## src/rtl/seconds_timebase.sv

```systemverilog
// seconds_timebase: first stage of the clock chain.
// Divides clk down to a 1 Hz (or FAST_HZ) tick, counts seconds 0..59 and
// drives inc_mins, whose falling edge advances the downstream minutes counter.
// A debounced "advance minute" pushbutton adds manual minute strobes.
//
// Ports:
//   clk       in   system clock, rising edge
//   reset     in   asynchronous, active-high reset
//   run       in   1 = prescaler/seconds count, 0 = frozen
//   fast      in   1 = tick at FAST_HZ instead of 1 Hz
//   sec_clr   in   synchronous clear of seconds and prescaler
//   btn_min   in   raw bouncing pushbutton, 1 = pressed
//   tick_1hz  out  one-cycle pulse per seconds increment
//   seconds   out  current seconds, 0..59
//   inc_mins  out  minute strobe, falling edge = one minute downstream
module seconds_timebase #(
  parameter int unsigned CLK_HZ          = 100_000_000,
  parameter int unsigned FAST_HZ         = 100,
  parameter int unsigned DEBOUNCE_CYCLES = 1_000_000,
  parameter int unsigned MAN_PULSE       = 16
) (
  input  logic       clk,
  input  logic       reset,
  input  logic       run,
  input  logic       fast,
  input  logic       sec_clr,
  input  logic       btn_min,
  output logic       tick_1hz,
  output logic [5:0] seconds,
  output logic       inc_mins
);

  localparam int unsigned PRE_W = (CLK_HZ > 1) ? $clog2(CLK_HZ) : 1;
  localparam int unsigned DB_W  = $clog2(DEBOUNCE_CYCLES + 1);
  localparam int unsigned STR_W = $clog2(MAN_PULSE + 1);
  localparam int unsigned SEC_W = 6;

  localparam logic [PRE_W-1:0] PRE_LAST_SLOW = PRE_W'(CLK_HZ - 1);
  localparam logic [PRE_W-1:0] PRE_LAST_FAST = PRE_W'((CLK_HZ / FAST_HZ) - 1);
  localparam logic [DB_W-1:0]  DB_LAST       = DB_W'(DEBOUNCE_CYCLES - 1);
  localparam logic [STR_W-1:0] STR_LOAD      = STR_W'(MAN_PULSE);
  localparam logic [SEC_W-1:0] SEC_LAST      = SEC_W'(59);
  localparam logic [SEC_W-1:0] SEC_GUARD     = SEC_W'(57);

  // State registers
  logic [PRE_W-1:0] prescaler;
  logic             sync_1;
  logic             sync_2;
  logic             db_level;
  logic             db_prev;
  logic [DB_W-1:0]  db_cnt;
  logic [STR_W-1:0] str_cnt;

  // Next-state values
  logic [PRE_W-1:0] pre_next;
  logic [SEC_W-1:0] sec_next;
  logic             tick_next;
  logic             db_level_next;
  logic [DB_W-1:0]  db_cnt_next;
  logic [STR_W-1:0] str_next;
  logic             inc_next;

  // Combinational helpers
  logic [PRE_W-1:0] pre_last_c;
  logic             wrap_c;
  logic             press_c;
  logic             accept_c;

  // Prescaler and seconds counter; sec_clr outranks a tick in the same cycle.
  always_comb begin
    pre_next  = prescaler;
    sec_next  = seconds;
    tick_next = 1'b0;
    pre_last_c = fast ? PRE_LAST_FAST : PRE_LAST_SLOW;
    // >= rather than == so enabling fast with a large prescaler ticks at once
    wrap_c = run && (prescaler >= pre_last_c);
    if (sec_clr) begin
      pre_next = '0;
      sec_next = '0;
    end else if (run) begin
      if (wrap_c) begin
        pre_next  = '0;
        tick_next = 1'b1;
        sec_next  = (seconds == SEC_LAST) ? '0 : seconds + SEC_W'(1);
      end else begin
        pre_next = prescaler + PRE_W'(1);
      end
    end
  end

  // Debounce: accept a new level only after DEBOUNCE_CYCLES differing samples.
  always_comb begin
    db_level_next = db_level;
    db_cnt_next   = '0;
    if (sync_2 != db_level) begin
      if (db_cnt == DB_LAST) begin
        db_level_next = sync_2;
        db_cnt_next   = '0;
      end else begin
        db_cnt_next = db_cnt + DB_W'(1);
      end
    end
  end

  // Manual stretch; presses late in the minute are dropped so the stretch
  // can never merge with the automatic seconds==59 strobe.
  always_comb begin
    press_c  = db_level & ~db_prev;
    accept_c = press_c && (str_cnt == '0) && (seconds <= SEC_GUARD);
    str_next = str_cnt;
    if (accept_c) begin
      str_next = STR_LOAD;
    end else if (str_cnt != '0) begin
      str_next = str_cnt - STR_W'(1);
    end
    // Built from next-state values so inc_mins moves on the same edge as seconds
    inc_next = (sec_next == SEC_LAST) || (str_next != '0);
  end

  // Register bank
  always_ff @(posedge clk or posedge reset) begin
    if (reset) begin
      prescaler <= '0;
      seconds   <= '0;
      tick_1hz  <= 1'b0;
      sync_1    <= 1'b0;
      sync_2    <= 1'b0;
      db_level  <= 1'b0;
      db_prev   <= 1'b0;
      db_cnt    <= '0;
      str_cnt   <= '0;
      inc_mins  <= 1'b0;
    end else begin
      prescaler <= pre_next;
      seconds   <= sec_next;
      tick_1hz  <= tick_next;
      sync_1    <= btn_min;
      sync_2    <= sync_1;
      db_level  <= db_level_next;
      db_prev   <= db_level;
      db_cnt    <= db_cnt_next;
      str_cnt   <= str_next;
      inc_mins  <= inc_next;
    end
  end

endmodule
```

## config.mk

```make
export PLATFORM = sky130hd
export DESIGN_NAME = seconds_timebase
export DESIGN_NICKNAME = d
export VERILOG_FILES = /design/src/rtl/seconds_timebase.sv
export SDC_FILE = /design/constraint.sdc
export NUM_CORES = 1
export LEC_CHECK = 0
export ABC_AREA = 1
export CAP_MARGIN = 20
export CELL_PAD_IN_SITES_DETAIL_PLACEMENT = 1
export CELL_PAD_IN_SITES_GLOBAL_PLACEMENT = 1
export CORE_MARGIN = 5
export CORE_UTILIZATION = 42
export CTS_CLUSTER_DIAMETER = 200
export DETAILED_ROUTE_END_ITERATION = 8
export HOLD_SLACK_MARGIN = 0.12
export PLACE_DENSITY = 0.78
export SETUP_SLACK_MARGIN = 0.5
export SLEW_MARGIN = 20
export SYNTH_ARGS = -nofsm -noshare
export SYNTH_HDL_FRONTEND = slang
export SYNTH_SLANG_ARGS = --single-unit
```

## constraint.sdc

```tcl
create_clock -name clk -period 2 [get_ports clk]
set_input_delay 0.4 -clock clk [delete_from_list [all_inputs] [get_ports clk]]
set_output_delay 0.4 -clock clk [all_outputs]
set_load 0.005 [all_outputs]
```

==> impl_results.md <==
* Synthesized area per cell at 7.987 um2
* Crit path kind: in -> reg
* Sequential share of the synthesized area at 0.4003
* Commonest cells in the netlist: 106 x nand2_1, 72 x inv_1, 64 x dfrtp_1, 42 x nor2_1, 29 x o21ai_0
* Synth top area cells: dfrtp_1 40%, nand2_1 9.9%, inv_1 6.8%
* Slew Limit Fails at 0
* Largest net degree at the start of global routing at 33
* Setup TNS at -6.984 ns
* Reg2reg start: prescaler[23]
* Slew margin rel. at 0.5217
* Startpoint Class: input port
* Setup crit end kind: flip-flop
* Status: finished, violations left
* Drt wl/cell at 21.38 um
* Die height at 107.6 um
* Reg-to-reg endpoint: prescaler[10]
* Initial antenna violation count at 0
* Pre-CTS WS at -0.8257 ns
* HPWL after detailed placement at 7675 um
* Core Footprint at 9284 um2
* Row cnt at 35
* Worst r2r path cells at 12
* Hold Crit Start: sync_1
* Unrepaired setup endpoints after global routing: yes
* Setup WS post-layout at -0.3135 ns
* IO buf count at 13
* Nets at 619
* Synthesized area at 4001 um2
* Yosys cell types at 41
* TritonRoute pass-1 iters at 5
* Leak at 2.694 nW
* Total chip power at 2.694 mW
* Crit Path Max Fanout at 5
* I/O pin count at 14
* Yosys warnings at 0
* Hold Path End: sync_2
* Post-synthesis async set-or-reset flop share at 1.000
* Max-cap violation count at 0
* Starting density of the core at 0.4310
* Detailed-route wire length at 15560 um
* Max frequency at 432.2 MHz
* Layout area overhead at 43.59%
* Clk_skew at 0.01087 ns
* Layout cells sized above 1 at 0.4040
* CP required at 2.25 ns
* Post-DRT Antenna Nets at 0
* Synth area leader: dfrtp_1
* TritonCTS buffer count at 9
* Hold path cells at 0
* Clock sink count at 64
* Pwr dens at 468.9 nW/um2
* Final period utilization at 1.157
* Insertion delay to the later sink of the worst-skew pair at 0.37 ns
* Die Area at 11580 um2
* Drt first-iter violations at 227
* Worst Max-Slew Pin Slew at 0.7149 ns
* DIE WIDTH at 107.6 um
* Post-synth EDFFs at 0
* Post-layout min period at 2.313 ns
* Clk slew on worst S/H paths at 0.08 ns
* DRC Markers at 0
* First-pass GRT wire length at 21630 um
* Clock root cell: clkbuf_8
* CTS tree: built
* Cell count after synthesis at 501
* Crit path DAT at 2.56 ns
* Antenna Diode Count at 0
* H-tree depth at 3
* Synth Register Bits at 64
* Final count of negative-setup-slack endpoints at 34
* Clock buffer depth at 2
* VDD IR max at 0.4111 mV
* HP Class: reg -> reg
* Fillers at 1061
* Global route overflow at 0
* Syn Nets at 526
* Via Count at 4137
* Top cell type's share of synthesized area at 0.4003
* Most common cell in the synthesized netlist: nand2_1
* R2r setup slk at -0.31 ns
* Placed Area at 4526 um2
* Design Area, Final at 5746 um2
* Placer congestion estimate at 0.8283
* Primary FF master, synth: dfrtp_1
* Global-route usage over all layers at 0.2396
* Worst hold slack at 0.3717 ns
* Vias in the first global route at 4408
* Failing checks: setup timing
* Final Hold Viols at 0
* Via density at 5.683
## cell families after synthesis
family	Yosys count	synth area share
simple gates	239	0.3039
buf+inv	86	0.08537
compound gates	69	0.09787
flops	64	0.4003
xor+xnor	23	0.05035
fa+ha+maj	19	0.05941
mux	1	0.002814
## final cells by class
type                    count  area (um2)  area share
multi-input cells         351        2656      0.4623
flip-flops and latches     64        1604      0.2792
repair buffers             88       823.3      0.1433
inverters                  79       319.1     0.05553
well taps                 129       161.4     0.02809
clock buffers              11       141.4     0.02461
clock inverters             5       32.53    0.005662
repair inverters            1       7.507    0.001307
## how the worst max path moves through the flow
| stage | depth (start not counted) | end | start |
|---|---|---|---|
| 6_report | 15 | prescaler[10] | fast |
| 5_1_grt | 15 | inc_mins | prescaler[23] |
| 4_1_cts | 13 | prescaler[19] | prescaler[21] |
| 3_5_place_dp | 17 | inc_mins | fast |
| 3_3_place_gp | 17 | inc_mins | fast |
| 2_1_floorplan | 10 | prescaler[5] | prescaler[17] |
## flip-flops by register name (all words and copies together), names as in the netlist
signal,cells
seconds,6
str_cnt,5
tick_1hz,1
db_level,1
db_cnt,20
inc_mins,1
db_prev,1
sync_2,1
prescaler,27
sync_1,1
## timing repair
action / CTS / global route
pin swaps: 26 / 42
setup buffers: 29 / 17
gates resized for setup: 83 / 98
hold buffers: 0 / 0
cloned: 3 / 0
endpoints found under the setup margin: 64 / 60
## layout by cell type, fill, tap and decap left out, types with 4 or more instances in the layout
| cell type | instances |
|---|---|
| o22ai_2 | 5 |
| nor3_1 | 8 |
| ha_4 | 8 |
| nand3_4 | 5 |
| nand4_1 | 7 |
| nor3_4 | 9 |
| o21ai_2 | 16 |
| nor2_4 | 14 |
| nand3_2 | 8 |
| nand3_1 | 15 |
| a21oi_2 | 7 |
| clkbuf_8 | 10 |
| ha_1 | 9 |
| clkdlybuf4s50_1 | 4 |
| buf_4 | 52 |
| dlygate4sd2_1 | 5 |
| a21oi_1 | 8 |
| xor2_1 | 20 |
| nor2_1 | 30 |
| buf_6 | 17 |
| nor4_1 | 4 |
| inv_2 | 10 |
| nand2_2 | 24 |
| inv_1 | 62 |
| o21ai_0 | 12 |
| o21ai_1 | 8 |
| inv_4 | 4 |
| nand2_4 | 5 |
| nor2_2 | 9 |
| dfrtp_1 | 62 |
| nand2_1 | 85 |
## worst max-delay path: stages
cell	delay, ns
clkbuf_4	0.15
buf_12	0.15
buf_4	0.14
ha_4	0.29
nand3_4	0.10
nor2_4	0.12
nand3_1	0.13
nor2_2	0.19
nand2_2	0.09
nand3_4	0.16
nand2_8	0.10
nand2_8	0.10
clkinvlp_4	0.21
nand3b_1	0.16
o21ai_1	0.07
## report_power, final
part,switching [mW],internal [mW]
logic,0.189,0.135
clock network,0.564,0.482
registers,0.0154,1.31
## stage by stage
stage	util	std cells
finish	0.6189	728
global route	0.6189	728
floorplan	-	501
detailed placement	0.4875	663
CTS	0.5656	711
global placement	0.4875	663
## layer usage
metal  wire, um  track usage  vias up
li1           -            -     1828
met4        692       0.1046        0
met5          0            0        -
met1       5833       0.2494     2109
met3        578      0.05939       64
met2       8456       0.4503      136
Power figures use the tool's default switching activity.
